## src/rtl/uart_tx_fifo.sv

```systemverilog
// uart_tx_fifo: parametrised UART transmitter fed by a small valid/ready FIFO
// Ports:
//   clk, rst         clock (rising edge), asynchronous active-high reset
//   in_data/in_valid word to queue, accepted when in_valid && in_ready
//   in_ready         FIFO not full
//   tx               registered serial line, idle high
//   busy             high from START entry through the last STOP cycle
//   tx_done          one-cycle pulse on the last cycle of the final stop bit
//   fifo_level       number of queued words
//   break_req        only with UART_TX_BREAK_EN: hold tx low between frames
module uart_tx_fifo #(
    parameter int CLKS_PER_BIT = 10417,
    parameter int DATA_BITS    = 8,
    parameter int PARITY       = 0,
    parameter int STOP_BITS    = 1,
    parameter int FIFO_DEPTH   = 4
) (
    input  logic                              clk,
    input  logic                              rst,
    input  logic [DATA_BITS-1:0]              in_data,
    input  logic                              in_valid,
    output logic                              in_ready,
`ifdef UART_TX_BREAK_EN
    input  logic                              break_req,
`endif
    output logic                              tx,
    output logic                              busy,
    output logic                              tx_done,
    output logic [$clog2(FIFO_DEPTH+1)-1:0]   fifo_level
);
    localparam int AW = $clog2(FIFO_DEPTH);
    localparam int LW = $clog2(FIFO_DEPTH + 1);
    localparam int CW = $clog2(CLKS_PER_BIT);

    typedef enum logic [2:0] {IDLE, START, DATA, PAR, STOP} state_t;

    state_t               state;
    logic [DATA_BITS-1:0] mem [FIFO_DEPTH];
    logic [AW-1:0]        wp, rp;
    logic [CW-1:0]        cnt;
    logic [3:0]           bidx;
    logic [DATA_BITS-1:0] shift;
    logic                 par_bit;
    logic                 push, pop, pop_ok, bit_end, last_stop;

    assign in_ready  = fifo_level != LW'(FIFO_DEPTH);
    assign push      = in_valid && in_ready;
    assign bit_end   = cnt == CW'(CLKS_PER_BIT - 1);
    assign last_stop = state == STOP && bidx == 4'(STOP_BITS - 1);
    // A pop starts a frame: from IDLE, or straight out of the final stop bit
    assign pop = fifo_level != '0 && pop_ok && (state == IDLE || (last_stop && bit_end));

`ifdef UART_TX_BREAK_EN
    logic brk, mab;
    // No start while break is requested, held, or during the mark-after-break bit;
    // the last mark cycle may launch the start so the mark lasts one bit exactly
    assign pop_ok = !break_req && !brk && (!mab || bit_end);
`else
    assign pop_ok = 1'b1;
`endif

    always_ff @(posedge clk)
        if (push) mem[wp] <= in_data;

    always_ff @(posedge clk or posedge rst)
        if (rst) begin
            wp         <= '0;
            rp         <= '0;
            fifo_level <= '0;
        end else begin
            if (push) wp <= wp + AW'(1);
            if (pop) rp <= rp + AW'(1);
            fifo_level <= fifo_level + LW'(push) - LW'(pop);
        end

    always_ff @(posedge clk or posedge rst)
        if (rst) begin
            state   <= IDLE;
            cnt     <= '0;
            bidx    <= '0;
            shift   <= '0;
            par_bit <= 1'b0;
            tx      <= 1'b1;
            busy    <= 1'b0;
            tx_done <= 1'b0;
`ifdef UART_TX_BREAK_EN
            brk     <= 1'b0;
            mab     <= 1'b0;
`endif
        end else begin
            // Registered one cycle early so the pulse lands on the last stop cycle
            tx_done <= last_stop && cnt == CW'(CLKS_PER_BIT - 2);
            cnt     <= bit_end ? '0 : cnt + CW'(1);
            case (state)
                IDLE: begin
                    cnt <= '0;
                    tx  <= 1'b1;
`ifdef UART_TX_BREAK_EN
                    if (break_req) begin
                        brk <= 1'b1;
                        mab <= 1'b0;
                        tx  <= 1'b0;
                    end else if (brk) begin
                        brk <= 1'b0;
                        mab <= 1'b1;
                    end else if (mab) begin
                        cnt <= bit_end ? '0 : cnt + CW'(1);
                        if (bit_end) mab <= 1'b0;
                    end
`endif
                end
                START: if (bit_end) begin
                    state <= DATA;
                    tx    <= shift[0];
                    bidx  <= '0;
                end
                DATA: if (bit_end) begin
                    shift <= shift >> 1;
                    tx    <= shift[1];
                    bidx  <= bidx + 4'(1);
                    if (bidx == 4'(DATA_BITS - 1)) begin
                        bidx  <= '0;
                        state <= PARITY != 0 ? PAR : STOP;
                        tx    <= PARITY != 0 ? par_bit : 1'b1;
                    end
                end
                PAR: if (bit_end) begin
                    state <= STOP;
                    tx    <= 1'b1;
                end
                STOP: if (bit_end) begin
                    bidx <= bidx + 4'(1);
                    if (bidx == 4'(STOP_BITS - 1)) begin
                        bidx  <= '0;
                        state <= IDLE;
                        busy  <= 1'b0;
`ifdef UART_TX_BREAK_EN
                        if (break_req) begin
                            tx  <= 1'b0;
                            brk <= 1'b1;
                        end
`endif
                    end
                end
                default: state <= IDLE;
            endcase
            // Frame launch overrides the per-state updates above
            if (pop) begin
                state   <= START;
                tx      <= 1'b0;
                busy    <= 1'b1;
                cnt     <= '0;
                bidx    <= '0;
                shift   <= mem[rp];
                par_bit <= (^mem[rp]) ^ (PARITY == 2);
            end
        end
endmodule
```

## config.mk

```make
export PLATFORM = sky130hd
export DESIGN_NAME = uart_tx_fifo
export DESIGN_NICKNAME = d
export VERILOG_FILES = /design/src/rtl/uart_tx_fifo.sv
export SDC_FILE = /design/constraint.sdc
export NUM_CORES = 1
export LEC_CHECK = 0
export CAP_MARGIN = 20
export CORE_MARGIN = 2
export CORE_UTILIZATION = 64
export DETAILED_ROUTE_END_ITERATION = 16
export PLACE_DENSITY = 0.92
export SLEW_MARGIN = 10
export SYNTH_ARGS = -nofsm -noshare
export SYNTH_HDL_FRONTEND = slang
export SYNTH_SLANG_ARGS = --single-unit
```

## constraint.sdc

```tcl
create_clock -name clk -period 5.8 [get_ports clk]
set_input_delay 0.58 -clock clk [delete_from_list [all_inputs] [get_ports clk]]
set_output_delay 0.58 -clock clk [all_outputs]
set_load 0.02 [all_outputs]
```

==> metrics <==
DP HPWL 3.98 mm; mean routed wirelength per cell 16.3 um; slew margin rel. 47.3%; Routed WL 5.74 mm; Worst EP required 6.07 ns; Hold Path Class flop to flop; crit path from bidx[0]; Syn Inst Count 257; initial core utilization 65.4%; I/O pin count 18; Syn Std Cell Area 0.00328 mm2; H-tree levels 3; largest fanout on the critical path 12; setup bufs post-CTS 0; Setup Crit Path Kind flop to flop; R2R Path Start bidx[0]; Die ar. 0.00571 mm2; core area 0.00501 mm2; # rows 26; slowest stage delay, CP 0.50 ns; diode count 0; Synth area leader edfxtp_1; dominant cell by count in the synthesized netlist dfrtp_1; initial antenna violation count 0; dominant synthesized flop cell dfrtp_1; Die W 75.6 um; Final setup viols 0; vias after detailed routing 2023; Filler cells 343; share of layout cells above drive strength 1 12.0%; Power per Cell Area 410 mW/mm2; Fin. Hold Viols 0; Yosys reg bits 71; CTS clk-pin slew, worst paths 0.07 ns; hold_buf cts 0; nets 300; final instance area 0.00367 mm2; grt ovf 0; clk sinks 71; Combinational Power Share 26.5%; sequential power share 51.4%; Slew Limit Fails 0; Max Fclk 0.313 GHz; worst path arrival time 3.47 ns; Max VDD drop 319 uV; largest net degree at the start of global routing 40; root buf cell clkbuf_8; Area Growth Syn to Fin 11.8%; Distinct cells, synth 49; slowest stage cell, crit path or3b_2; Syn Area/Cell 12.8 um2; Worst Path Buf+Inv 4; worst-margin pin slew 0.786 ns; commonest cells in the netlist dfrtp_1, edfxtp_1, nor2_1; warnings from Yosys 0; run status complete, no violations; asr flop ratio synth 54.9%; clk buf depth 2; global-route wire length before repair 9.72 mm; CP delay by family, top adder cells; Final Skew 0.00993 ns; top-area cell type share of the netlist area 29.3%; DR vias/cell 5.73; hold_sp cnt[0]; syn_nets 279; DRC violations left 0; switching part of the total 32.8%; Final TNS setup 0 ns; startpoint types flop; unrepaired setup endpoints after global routing false; P_sw 0.492 mW; main area contributors after synthesis edfxtp_1, dfrtp_1, mux4_2; vias in the first global route 2077; Critical Path End Type flop; First-pass DRT Iterations 4; CTS tree built; minimum clock period 3.20 ns; Post-CTS Resized 0; dpl cell area 0.00350 mm2; Starting DRT DRC Count 167; Seq/Total Area, Yosys 59.1%; Routed Antenna Nets 0; critical path cell sequence inv_1 -> ha_1 -> or3b_2 -> o21ai_2 -> nand2_1 -> inv_2 -> ha_1 -> inv_1 -> ha_1 -> inv_1 -> fa_1 -> xnor2_1 -> xnor2_1; Clk pwr share 22.0%; fin crit share 55.1%; Port Buffers 17; routability cong. 0.820; Post-synth EDFFs 32; Pint 1.01 mW; max_cap viols 0; clk_lat worst skew 0.34 ns; Inserted Clock Buffers 9; leak pwr 1.41 nW; die span in y 75.6 um; GRT Total Usage 23.8%
==> final cells by class <==
| class | instances | area (um2) | share of cell area (%) |
|---|---|---|---|
| Sequential cell | 71 | 1940 | 52.9 |
| Multi-Input combinational cell | 161 | 1230 | 33.6 |
| Timing Repair Buffer | 19 | 185 | 5.05 |
| Clock buffer | 9 | 124 | 3.38 |
| Tap cell | 70 | 87.6 | 2.39 |
| Inverter | 16 | 60.1 | 1.64 |
| Clock inverter | 7 | 40.0 | 1.09 |
==> kinds of logic after synthesis <==
| group | synth area share [%] |
|---|---|
| AND/OR/NAND/NOR | 14.3 |
| flip-flops | 59.1 |
| AO/OA/AOI/OAI | 7.29 |
| buffers and inverters | 3.32 |
| XOR/XNOR | 4.81 |
| multiplexers | 6.72 |
| adder cells (fa/ha/maj) | 4.43 |
==> sequential cells by signal (all words and copies together) (netlist names) <==
register / flops
cnt: 14
bidx: 4
mem: 32
shift: 8
state: 3
tx_done: 1
tx: 1
wp: 2
busy: 1
rp: 2
fifo_level: 3
==> final timing paths <==
check | slack (ns) | cells past startpoint | endpoint
max in group asynchronous | 4.79 | 3 | tx
hold reg to reg | 0.52 | 1 | cnt[0]
setup reg to reg | 2.60 | 13 | fifo_level[2]
hold / removal | 0.52 | 1 | cnt[0]
setup / recovery | 2.60 | 13 | fifo_level[2]
min in group asynchronous | 0.65 | 3 | cnt[2]
==> stage by stage <==
stage | util, % | hold WS (ns) | setup WS (ns) | std cells | power (mW)
floorplan | - | 0.475 | 2.88 | 257 | 1.05
global placement | 69.9 | 0.489 | 2.77 | 337 | 1.16
detailed placement | 69.9 | 0.505 | 2.61 | 337 | 1.18
CTS | 73.2 | 0.521 | 2.59 | 353 | 1.51
global route | 73.2 | 0.545 | 2.34 | 353 | 1.60
finish | 73.2 | 0.517 | 2.60 | 353 | 1.50
==> layout by cell type (no fill, tap or decap), drive strengths merged, types with 2 or more instances in the layout <==
cell / count
a211oi: 3
a21oi: 5
a221o: 3
and2: 4
and3: 5
buf: 2
clkbuf: 9
clkdlybuf4s50: 17
clkinv: 4
clkinvlp: 3
dfrtp: 38
edfxtp: 32
ha: 10
inv: 16
mux2i: 4
mux4: 8
nand2: 10
nand2b: 5
nand3: 14
nand3b: 3
nand4: 5
nor2: 27
nor3: 6
nor3b: 2
o21ai: 12
o31ai: 2
xnor2: 12
xor2: 6
==> power by group through the flow <==
stage               Sequential [mW]  Combinational [mW]  Clock (mW)
global placement              0.772               0.385           0
CTS                           0.774               0.404       0.334
global route                  0.792               0.448       0.357
detailed placement            0.781               0.398           0
floorplan                     0.742               0.305           0
finish                        0.772               0.399       0.331
==> metal layers <==
| metal | GRT usage (%) | part of all wire, % |
|---|---|---|
| met5 | 0 | 0 |
| met4 | 12.5 | 2.4 |
| met3 | 6.61 | 3.0 |
| met2 | 38.0 | 51 |
| met1 | 29.9 | 44 |
(Power assumes the default switching activity.)
